$ cat config.mk
export PLATFORM = sky130hd
export DESIGN_NAME = counter_nbit
export DESIGN_NICKNAME = d
export VERILOG_FILES = /design/src/rtl/counter_pkg.sv /design/src/rtl/counter_nbit_next.sv /design/src/rtl/counter_nbit.sv
export SDC_FILE = /design/constraint.sdc
export NUM_CORES = 1
export LEC_CHECK = 0
export BUFFER_PORTS_ARGS = -buffer_cell sky130_fd_sc_hd__buf_2
export CORE_AREA = 2 2 39 41
export CTS_BUF_LIST = sky130_fd_sc_hd__clkbuf_8 sky130_fd_sc_hd__clkbuf_16
export DETAILED_ROUTE_END_ITERATION = 8
export DIE_AREA = 0 0 41 43
export SLEW_MARGIN = 5
export SYNTH_ARGS = -nofsm -noshare
export SYNTH_HDL_FRONTEND = slang
export SYNTH_HIERARCHICAL = 1
export SYNTH_SLANG_ARGS = --single-unit
$ cat constraint.sdc
create_clock -name clk -period 2.2 [get_ports clk]
set_clock_uncertainty 0.1 [all_clocks]
set_input_delay 0.44 -clock clk [delete_from_list [all_inputs] [get_ports clk]]
set_output_delay 0.44 -clock clk [all_outputs]
set_load 0.1 [all_outputs]
$ cat src/rtl/counter_pkg.sv
// Shared definitions for the counter_nbit slice.
//   dir_e             : count direction encoding (DIR_DOWN=0, DIR_UP=1)
//   counter_params_ok : WIDTH/MOD legality check used at elaboration time
package counter_pkg;

  typedef enum logic {
    DIR_DOWN = 1'b0,
    DIR_UP   = 1'b1
  } dir_e;

  // Legal when 2 <= width <= 32 and 2 <= mod <= 2**width.
  function automatic bit counter_params_ok(input int unsigned width,
                                           input longint unsigned mod);
    if (width < 2 || width > 32) return 1'b0;
    if (mod < 2) return 1'b0;
    if (mod > (64'd1 << width)) return 1'b0;
    return 1'b1;
  endfunction

endpackage

$ cat src/rtl/counter_nbit_next.sv
// Combinational next-value and wrap detection for counter_nbit.
// Ports:
//   count      in  WIDTH  current registered count
//   up         in  1      direction (1 up, 0 down)
//   sat        in  1      1 = saturate at the boundary, 0 = wrap
//   next_count out WIDTH  value the count takes when enabled
//   wrap       out 1      next_count is a wrap transition (MOD-1->0 or 0->MOD-1)
module counter_nbit_next
  import counter_pkg::*;
#(
  parameter int unsigned     WIDTH = 4,
  parameter longint unsigned MOD   = 64'd1 << WIDTH
) (
  input  logic [WIDTH-1:0] count,
  input  logic             up,
  input  logic             sat,
  output logic [WIDTH-1:0] next_count,
  output logic             wrap
);

  // Arithmetic is done one bit wider so MOD = 2**WIDTH is representable.
  localparam logic [WIDTH:0]   MOD_W = (WIDTH+1)'(MOD);
  localparam logic [WIDTH-1:0] MAX_V = WIDTH'(MOD - 1);

  dir_e           dir;
  logic [WIDTH:0] wide;
  logic [WIDTH:0] inc;
  logic [WIDTH:0] dec;

  assign dir  = dir_e'(up);
  assign wide = {1'b0, count};
  assign inc  = wide + 1'b1;
  assign dec  = wide - 1'b1;

  always_comb begin
    next_count = count;
    wrap       = 1'b0;
    if (dir == DIR_UP) begin
      if (inc == MOD_W) begin
        if (!sat) begin
          next_count = '0;
          wrap       = 1'b1;
        end
      end else begin
        next_count = WIDTH'(inc);
      end
    end else begin
      if (count == '0) begin
        if (!sat) begin
          next_count = MAX_V;
          wrap       = 1'b1;
        end
      end else begin
        next_count = WIDTH'(dec);
      end
    end
  end

endmodule

$ cat src/rtl/counter_nbit.sv
// Modulo-MOD up/down counter with parallel load and registered terminal-count.
// Optional feature macro: COUNTER_NBIT_SAT_EN adds the sat input (saturate mode).
// Ports:
//   clk        in  1      clock, rising edge
//   reset      in  1      synchronous active-high reset (count=0, tc=0)
//   en         in  1      count enable
//   up         in  1      direction (1 up, 0 down)
//   load       in  1      parallel load strobe (beats en)
//   load_data  in  WIDTH  load value, clamped to MOD-1
//   sat        in  1      (COUNTER_NBIT_SAT_EN only) 1 saturate, 0 wrap
//   count      out WIDTH  registered count
//   tc         out 1      registered one-cycle pulse after a wrap transition
module counter_nbit
  import counter_pkg::*;
#(
  parameter int unsigned     WIDTH = 4,
  parameter longint unsigned MOD   = 64'd1 << WIDTH
) (
  input  logic             clk,
  input  logic             reset,
  input  logic             en,
  input  logic             up,
  input  logic             load,
  input  logic [WIDTH-1:0] load_data,
`ifdef COUNTER_NBIT_SAT_EN
  input  logic             sat,
`endif
  output logic [WIDTH-1:0] count,
  output logic             tc
);

  if (!counter_params_ok(WIDTH, MOD)) begin : g_illegal_params
    $error("counter_nbit: illegal WIDTH=%0d MOD=%0d", WIDTH, MOD);
  end

  localparam logic [WIDTH:0]   MOD_W = (WIDTH+1)'(MOD);
  localparam logic [WIDTH-1:0] MAX_V = WIDTH'(MOD - 1);

  logic             sat_mode;
  logic [WIDTH-1:0] next_count;
  logic             wrap;
  logic [WIDTH-1:0] load_value;

`ifdef COUNTER_NBIT_SAT_EN
  assign sat_mode = sat;
`else
  assign sat_mode = 1'b0;
`endif

  assign load_value = ({1'b0, load_data} >= MOD_W) ? MAX_V : load_data;

  counter_nbit_next #(
    .WIDTH (WIDTH),
    .MOD   (MOD)
  ) u_next (
    .count      (count),
    .up         (up),
    .sat        (sat_mode),
    .next_count (next_count),
    .wrap       (wrap)
  );

  always_ff @(posedge clk) begin
    if (reset) begin
      count <= '0;
      tc    <= 1'b0;
    end else if (load) begin
      count <= load_value;
      tc    <= 1'b0;
    end else if (en) begin
      count <= next_count;
      tc    <= wrap;
    end else begin
      tc    <= 1'b0;
    end
  end

endmodule

==> key figures, run 1 <==
Drt
  • Vias: 509
  • Antenna-violating nets left: 0
  • Drt wl/cell: 10.9 um
  • Initial DRC count: 7
  • Final wirelength: 1.11 mm
  • DRT Pass-1 Iters: 2
  • Vias per cell: 4.99
  • DRC Markers: 0

Clocking
  • Post-CTS sizing: 0
  • Hold_buf cts: 0
  • H-tree depth: 1
  • Setup bufs post-CTS: 0
  • Inserted Clock Buffers: 3
  • TritonCTS clock tree: built
  • Clock Sink Count: 5
  • CTS max path bufs: 2
  • Worst-path clk slew: 30 ps
  • CTS root buffer: clkbuf_8
  • Clk_lat worst skew: 220 ps

Placed design
  • Dpl ws: 306 ps
  • HPWL after DPL: 850 um
  • Gpl congestion: 0.787
  • Port bufs: 13

Global route
  • Vias in the first global route: 414
  • First-pass GRT wire length: 1.86 mm
  • Initial antenna violation count: 0
  • M1 GR Usage: 0.240
  • Total congestion overflow: 0
  • GRT Overall Usage: 0.155
  • Met2 Use GR: 0.184
  • Largest net degree at the start of global routing: 15
  • Gr busiest metal: met1
  • Met3 Usage GRT: 0.0785

Critical path
  • Slowest cell on crit path: dfxtp_2
  • Worst R2R Path Depth: 7
  • Largest stage delay, worst path: 400 ps
  • Crit path kind: reg -> reg
  • CP bufs+invs: 1
  • WP depth: 7
  • Critical path endpoint category: flip-flop
  • R2R Path Start: count[0]
  • Critical Path RT: 2230 ps
  • Arr. time, crit path: 1900 ps
  • CP cell instances: inv_1 -> ha_1 -> nor3b_1 -> a211o_1 -> a311oi_2 -> mux2i_1 -> a211oi_1
  • Worst setup startpoint: count[0]
  • Crit-path max FO: 9
  • Startpoint types: flip-flop
  • Delay-heaviest family, CP: compound AO/OA/AOI/OAI gates
  • R2r setup slk: 330 ps

Finish
  • Most frequent cells in the layout: 13 x buf_2, 8 x conb_1, 5 x nor2b_1
  • Fin util: 0.481
  • Final nets: 99
  • Most common cell after layout, fill and taps aside: buf_2
  • # diodes: 0
  • Layout cells sized above 1: 0.279
  • Area Overhead vs Synth: 27.0%

Pwr
  • P_leak: 0.320 nW
  • PD cells: 643 nW/um^2
  • Worst vdd ir: 0.377 mV

Synthesis
  • Sequential area share after synthesis: 0.191
  • FF+latch count, synth: 5
  • Post-synth cell types: 29
  • Yosys warns: 6
  • Cells after Synth: 64
  • Syn_area_per_cell: 8.19 sq um
  • Cell Area, Synth: 524 sq um

Floorplan
  • I/O pins: 14
  • DIE WIDTH: 41 um
  • FP Rows: 14
  • Floorplan Core Area: 1380 sq um
  • Die footprint: 1760 sq um
  • Die H: 43 um
  • Initial cell density of the core: 0.379

Timing
  • Slew Viols, Final: 0
  • Fmax achieved: 535 MHz
  • RSZ-0062 raised after global routing: false
  • Setup-failing EPs final: 0
  • Worst setup margin: 329 ps
  • Final worst path period share: 0.850
  • Min Tclk post-route: 1870 ps
  • Fin. Hold Viols: 0

Worst hold path
  • Hold path startpoint: reset
  • Worst hold path class: in -> reg
  • Hold-critical path depth: 2

Run status
  • Status: finished clean

Run
  • Max-cap violation count: 0
-- state kept, by name (all words and copies together), names as in the netlist --
register	flops
count	4
tc	1
-- report_power, final --
group | switching, mW | total (mW) | internal [mW]
sequential | 0.0148 | 0.114 | 0.0990
clock | 0.0441 | 0.164 | 0.119
combinational | 0.0932 | 0.151 | 0.0576
-- cells by family after synthesis --
group | count (synthesis) | share of synthesized area
and+or+nand+nor | 28 | 0.341
AOI/OAI and AO/OA | 17 | 0.241
buffers and inverters | 6 | 0.0716
DFF | 5 | 0.191
muxes | 4 | 0.0764
adders and majority gates | 3 | 0.0716
other | 1 | 0.00715
-- metal layers --
metal	part of all wire	vias up
met3	0.038	0
met1	0.51	225
met2	0.46	10
li1	-	274
met5	0	-
met4	0	0
-- layout make-up --
cell class | instances | area [sq um]
Clock buffer | 3 | 41.3
Timing Repair Buffer | 14 | 72.6
Inverter | 3 | 11.3
Multi-Input combinational cell | 60 | 413
Clock inverter | 1 | 3.75
Tap cell | 16 | 20.0
Fill cell | 144 | 718
Sequential cell | 5 | 104
-- synth_stat cells --
cell      n  area share
nand2b_1  2       0.024
a21oi_1   4       0.038
inv_1     3       0.021
a211oi_1  4       0.057
nor4bb_1  2       0.038
a311oi_1  1       0.017
mux2i_1   4       0.076
and3_2    1       0.014
and3_1    2       0.024
conb_1    1      0.0072
a21bo_1   1       0.019
buf_6     2       0.043
a211o_1   1       0.017
dfxtp_1   5        0.19
nor3b_1   4       0.057
o21ai_0   2       0.019
a22oi_1   1       0.014
nor3_1    2       0.019
nor2_1    3       0.021
o22ai_1   1       0.012
nand2_1   2       0.014
and4_1    1       0.017
ha_1      3       0.072
nor2b_1   5       0.060
nand3_1   2       0.019
and2b_2   2       0.033
a311oi_2  1       0.029
a32o_1    1       0.019
buf_1     1      0.0072
-- stage by stage --
stage | instances | setup TNS (ps) | power (mW) | cell area, sq um | hold WS [ps]
5_1_grt | 102 | 0 | 0.457 | 666 | 343
2_1_floorplan | 71 | -1.89 | 0.236 | 554 | 405
3_5_place_dp | 98 | 0 | 0.267 | 621 | 511
3_3_place_gp | 98 | 0 | 0.266 | 621 | 509
6_report | 102 | 0 | 0.428 | 666 | 340
4_1_cts | 102 | 0 | 0.435 | 666 | 336
-- path summary, 6_finish.rpt --
kind,end
hold / removal,count[0]
setup reg to reg,count[1]
setup / recovery,count[1]
hold reg to reg,count[2]
-- worst reg2reg max path, cell delays in order, from the launching register on --
cell,delay (ps)
dfxtp_2,400
inv_1,80
ha_1,340
nor3b_1,60
a211o_1,240
a311oi_2,240
mux2i_1,110
a211oi_1,220
(Power assumes the default switching activity.)
==> run 2, diff against run 1 <==
--- a/config.mk
+++ b/config.mk
@@ -12,2 +12,3 @@
 export DIE_AREA = 0 0 41 43
+export PLACE_DENSITY = 0.63
 export SLEW_MARGIN = 5
--- a/constraint.sdc
+++ b/constraint.sdc
@@ -4,2 +4,2 @@
 set_output_delay 0.44 -clock clk [all_outputs]
-set_load 0.1 [all_outputs]
+set_load 0.005 [all_outputs]
==> run 2 against run 1 <==
  * Sequential power about the same
  * Fmax decreased by 6.8%
  * Wire length is 6.0% higher
  * Flip-flop and latch count stayed put
  * Cell count unchanged
  * Cell area decreased by 0.38%
  * Global-route usage grew 1.1 points
  * Critical endpoint unchanged
  * Largest cell class unchanged
  * Largest power group unchanged
  * Highest routed layer is now met4
==> key figures, run 2 (same netlist as run 1, synthesis figures left out) <==
Floorplan
  • Die H: 43 um
  • DIE WIDTH: 41 um
  • Floorplan Core Area: 1380 sq um
  • FP Rows: 14
  • Initial cell density of the core: 0.379
  • Die footprint: 1760 sq um
  • I/O pins: 14

Finish
  • Max reg flops: 4
  • Most common cell after layout, fill and taps aside: buf_2
  • Most frequent cells in the layout: 13 x buf_2, 8 x conb_1, 5 x nor2b_1
  • Top reg by flops: count
  • Final nets: 99
  • # diodes: 0
  • Largest regs: count x4, tc x1
  • Area Overhead vs Synth: 26.5%
  • Layout cells sized above 1: 0.256

Drt
  • Vias: 514
  • Drt wl/cell: 11.5 um
  • DRT Pass-1 Iters: 4
  • Antenna-violating nets left: 0
  • Vias per cell: 5.04
  • DRC Markers: 0
  • Final wirelength: 1.18 mm
  • Initial DRC count: 2

Critical path
  • End of the worst register-to-register path: count[1]
  • Slowest cell on crit path: dfxtp_1
  • Critical path endpoint category: flip-flop
  • CP bufs+invs: 1
  • Largest stage delay, worst path: 470 ps
  • Crit path kind: reg -> reg
  • Delay-heaviest family, CP: compound AO/OA/AOI/OAI gates
  • Critical Path RT: 2230 ps
  • R2R Path Start: count[0]
  • R2r setup slk: 190 ps
  • Startpoint types: flip-flop
  • CP cell instances: inv_1 -> ha_1 -> nor3b_1 -> a211o_1 -> a311oi_2 -> mux2i_1 -> a211oi_1
  • Worst R2R Path Depth: 7
  • Crit-path max FO: 9
  • Arr. time, crit path: 2040 ps

Placed design
  • HPWL after DPL: 867 um
  • Port bufs: 13
  • Dpl ws: 166 ps
  • Gpl congestion: 0.766

Clocking
  • TritonCTS clock tree: built
  • Hold_buf cts: 0
  • Clk_lat worst skew: 220 ps
  • Inserted Clock Buffers: 3
  • CTS root buffer: clkbuf_8
  • Worst-path clk slew: 40 ps
  • CTS max path bufs: 2
  • Setup bufs post-CTS: 0
  • Clock Sink Count: 5
  • H-tree depth: 1
  • Post-CTS sizing: 0

Timing
  • Worst hold slack: 339 ps
  • Fin. Hold Viols: 0
  • Worst setup margin: 194 ps
  • Min Tclk post-route: 2010 ps
  • Final worst path period share: 0.912
  • Slew Viols, Final: 0
  • Setup TNS Final: 0 ps
  • Fmax achieved: 498 MHz
  • Setup-failing EPs final: 0
  • RSZ-0062 raised after global routing: false

Pwr
  • Worst vdd ir: 0.286 mV
  • Flop pwr share: 0.291
  • Logic pwr share: 0.272
  • Pint: 276 uW
  • Clock power frac: 0.437
  • PD cells: 587 nW/um^2
  • P_leak: 0.320 nW
  • NetSw: 114 uW
  • Net Sw Frac: 0.292

Worst hold path
  • Hold path endpoint: count[1]
  • Hold path startpoint: reset
  • Hold-critical path depth: 2
  • Worst hold path class: in -> reg

Run status
  • Status: finished clean

Global route
  • GRT Overall Usage: 0.167
  • Largest net degree at the start of global routing: 15
  • Vias in the first global route: 447
  • Initial antenna violation count: 0
  • First-pass GRT wire length: 1.98 mm
  • Total congestion overflow: 0

Run
  • Max-cap violation count: 0
## run 2: cell types whose count changed in the layout (fill, tap and decap cells not counted)
cell     previous run  this run
dfxtp_2             3         1
dfxtp_1             2         4
## run 2: worst register-to-register path, delay by kind of cell, from the launching register on
| kind | cells | cell delay, ps |
|---|---|---|
| adder cells (fa/ha/maj) | 1 | 350 |
| AO/OA/AOI/OAI | 3 | 720 |
| flip-flops | 1 | 470 |
| AND/OR/NAND/NOR | 1 | 60 |
| multiplexers | 1 | 110 |
| buffers and inverters | 1 | 110 |
## run 2: power by group through the flow
stage	Combinational, mW	Sequential [mW]	Clock [mW]
after global routing	0.121	0.115	0.182
final	0.106	0.113	0.170
after detailed placement	0.105	0.114	0
after CTS	0.106	0.113	0.174
after global placement	0.104	0.113	0
after floorplan	0.0772	0.111	0
## run 2: how the worst max path moves through the flow
stage	end	slack, ps	depth (start not counted)	start
after floorplan	count[1]	350	7	count[1]
after global placement	count[1]	210	7	count[1]
after detailed placement	count[1]	170	7	count[1]
after CTS	count[1]	160	7	count[1]
after global routing	count[1]	0.8	7	count[0]
final	count[1]	190	7	count[0]
## run 2: per-stage QoR
stage / total power, mW / cells / utilization / instance area [sq um]
3_3_place_gp: 0.217 / 98 / 0.446 / 617
3_5_place_dp: 0.219 / 98 / 0.446 / 617
2_1_floorplan: 0.188 / 71 / - / 551
5_1_grt: 0.418 / 102 / 0.479 / 663
4_1_cts: 0.392 / 102 / 0.478 / 662
6_report: 0.389 / 102 / 0.479 / 663
## run 2: final cells by class
| cell class | instances | area [sq um] |
|---|---|---|
| timing repair buffer | 14 | 72.6 |
| fill | 137 | 721 |
| tap | 16 | 20.0 |
| multi-input combinational | 60 | 413 |
| clock buffer | 3 | 41.3 |
| sequential | 5 | 101 |
| inverter | 3 | 11.3 |
| clock inverter | 1 | 3.75 |
## run 2: routing by layer
| layer | vias up | GRT usage | part of all wire |
|---|---|---|---|
| met5 | - | 0 | 0 |
| met4 | 0 | 0.0800 | 0.010 |
| met3 | 3 | 0.0628 | 0.042 |
| met2 | 9 | 0.213 | 0.44 |
| met1 | 226 | 0.238 | 0.51 |
| li1 | 276 | - | - |
==> run 3, diff against run 2 <==
ABC_AREA = 1   (was default)
PLACE_DENSITY = 0.48   (was 0.63)
SYNTH_HIERARCHICAL = default   (was 1)
==> run 3 against run 2 <==
  * Non-clock buffer count down 1
  * Clock power hardly changed
  * Setup slack improved by 590 ps
  * Synthesized area down 35%
  * Fmax is 42% higher
==> key figures, run 3 <==
Finish
  • Largest regs: count x4, tc x1
  • Final nets: 84
  • # diodes: 0
  • Final Non-Filler Cells: 88
  • Layout cells sized above 1: 0.250
  • Top reg by flops: count
  • Most frequent cells in the layout: 15 x nand2_1, 13 x buf_2, 10 x nor2_1
  • Area Overhead vs Synth: 38.0%
  • Max reg flops: 4
  • Most common cell after layout, fill and taps aside: nand2_1

Clocking
  • TritonCTS clock tree: built
  • Clock Sink Count: 5
  • Hold_buf cts: 0
  • Inserted Clock Buffers: 3
  • H-tree depth: 1
  • CTS max path bufs: 2
  • Worst-path clk slew: 40 ps
  • Post-CTS sizing: 0
  • CTS root buffer: clkbuf_8
  • Setup bufs post-CTS: 0
  • Clk_lat worst skew: 220 ps

Pwr
  • Flop pwr share: 0.318
  • P_leak: 0.238 nW
  • NetSw: 93.8 uW
  • Logic pwr share: 0.190
  • Clock power frac: 0.492
  • Worst vdd ir: 0.195 mV
  • Pint: 248 uW
  • PD cells: 722 nW/um^2
  • Net Sw Frac: 0.275

Drt
  • DRT Pass-1 Iters: 4
  • Vias per cell: 4.59
  • Initial DRC count: 13
  • Final wirelength: 877 um
  • DRC Markers: 0
  • Vias: 404
  • Antenna-violating nets left: 0
  • Drt wl/cell: 9.97 um

Global route
  • Total congestion overflow: 0
  • Vias in the first global route: 353
  • First-pass GRT wire length: 1.39 mm
  • Initial antenna violation count: 0
  • GRT Overall Usage: 0.120
  • Largest net degree at the start of global routing: 8

Synthesis
  • Ys async rst share: 0
  • Top cell type's share of synthesized area: 0.292
  • Syn Nets: 66
  • Syn_area_per_cell: 6.23 sq um
  • Post-synth EDFFs: 0
  • Most common flop cell mapped by yosys: dfxtp_1
  • Most area-hungry cell type in the Yosys netlist: dfxtp_1
  • FF+latch count, synth: 5
  • Post-synth cell types: 16
  • Sequential area share after synthesis: 0.292
  • Cell Area, Synth: 343 sq um
  • Most numerous cell in the Yosys netlist: nand2_1
  • Yosys warns: 0
  • Cells after Synth: 55
  • Synth cell count leaders: 15 x nand2_1, 10 x nor2_1, 6 x inv_1, 5 x dfxtp_1, 4 x a21oi_1
  • Synth area leaders: dfxtp_1 29%, nand2_1 16%, nor2_1 11%, ha_1 7.3%, inv_1 6.6%

Placed design
  • Gpl congestion: 0.700
  • Port bufs: 13
  • HPWL after DPL: 642 um
  • Cells after DPL: 84

Critical path
  • Slowest cell on crit path: dfxtp_1
  • CP cell instances: inv_1 -> ha_1 -> inv_1 -> nor2_1 -> nor2_1 -> xnor2_1 -> nand2_1 -> a21oi_2
  • Largest stage delay, worst path: 430 ps
  • Critical Path RT: 2260 ps
  • Crit-path max FO: 7
  • Delay-heaviest family, CP: flip-flops
  • Arr. time, crit path: 1480 ps
  • CP bufs+invs: 2
  • Startpoint types: flip-flop
  • Crit path kind: reg -> reg
  • Critical path endpoint category: flip-flop

Timing
  • Fmax achieved: 707 MHz
  • RSZ-0062 raised after global routing: false
  • Worst Tran Pin Value: 275 ps
  • Relative slew slack: 0.817
  • Setup-failing EPs final: 0
  • Final worst path period share: 0.643
  • Setup TNS Final: 0 ps
  • Min Tclk post-route: 1420 ps
  • Slew Viols, Final: 0
  • Fin. Hold Viols: 0

Run
  • Max-cap violation count: 0

Floorplan
  • Die footprint: 1760 sq um
  • Floorplan Core Area: 1380 sq um
  • Initial cell density of the core: 0.248
  • FP Rows: 14
  • I/O pins: 14
  • Die H: 43 um
  • DIE WIDTH: 41 um

Worst hold path
  • Worst hold path class: in -> reg

Run status
  • Status: finished clean
run 3: cell count changes after synthesis, moves of 3 or more:
cell      change
nand2_1      +13
nor3b_1       -4
inv_1         +3
mux2i_1       -4
nor2b_1       -5
a211oi_1      -4
nor2_1        +7
run 3: path summary, 6_finish.rpt:
| kind | slack [ps] | end | from | cells after the start |
|---|---|---|---|---|
| setup / recovery | 780 | count[2] | count[0] | 8 |
| setup reg to reg | 780 | count[2] | count[0] | 8 |
| hold reg to reg | 430 | count[3] | count[3] | 2 |
| hold / removal | 350 | count[2] | reset | 2 |
run 3: worst register-to-register path, stage by stage (launching register included):
cell and delay (ps):
dfxtp_1 430, inv_1 90, ha_1 210, inv_1 50, nor2_1 40, nor2_1 110
xnor2_1 130, nand2_1 90, a21oi_2 110
run 3: metrics by stage:
stage / power [mW] / instance area (sq um) / hold WS [ps] / utilization / setup slack [ps]
5_1_grt: 0.364 / 473 / 347 / 0.342 / 689
6_report: 0.342 / 473 / 353 / 0.342 / 785
4_1_cts: 0.344 / 473 / 342 / 0.342 / 788
3_5_place_dp: 0.175 / 428 / 417 / 0.309 / 807
2_1_floorplan: 0.149 / 343 / 390 / - / 879
3_3_place_gp: 0.175 / 428 / 403 / 0.309 / 845
run 3: routing by layer:
metal / part of all wire / track usage / wire length, um
met5: 0 / 0 / 0
met1: 0.39 / 0.131 / 341
met3: 0.092 / 0.0471 / 81
met2: 0.51 / 0.181 / 445
met4: 0.0091 / 0.0800 / 8
run 3: area by class of cell:
type | instances | area [sq um]
fillers | 155 | 911
multi-input cells | 43 | 216
flip-flops and latches | 5 | 100
repair buffers | 13 | 65.1
clock buffers | 3 | 41.3
inverters | 7 | 26.3
well taps | 16 | 20.0
clock inverters | 1 | 3.75
run 3: kinds of logic (layout without fill, tap and decap cells):
| logic type | after synthesis | after routing | share of synthesized area |
|---|---|---|---|
| and+or+nand+nor | 31 | 31 | 0.369 |
| AOI/OAI and AO/OA | 8 | 8 | 0.139 |
| adders and majority gates | 2 | 2 | 0.0730 |
| buffers and inverters | 7 | 24 | 0.0766 |
| DFF | 5 | 5 | 0.292 |
| xor gates and xnor gates | 2 | 2 | 0.0511 |
run 3: power groups by stage:
stage	combinational [mW]	sequential (mW)	clock, mW
finish	0.0650	0.109	0.168
global route	0.0754	0.110	0.179
CTS	0.0654	0.108	0.170
detailed placement	0.0646	0.110	0
global placement	0.0655	0.109	0
floorplan	0.0410	0.108	0
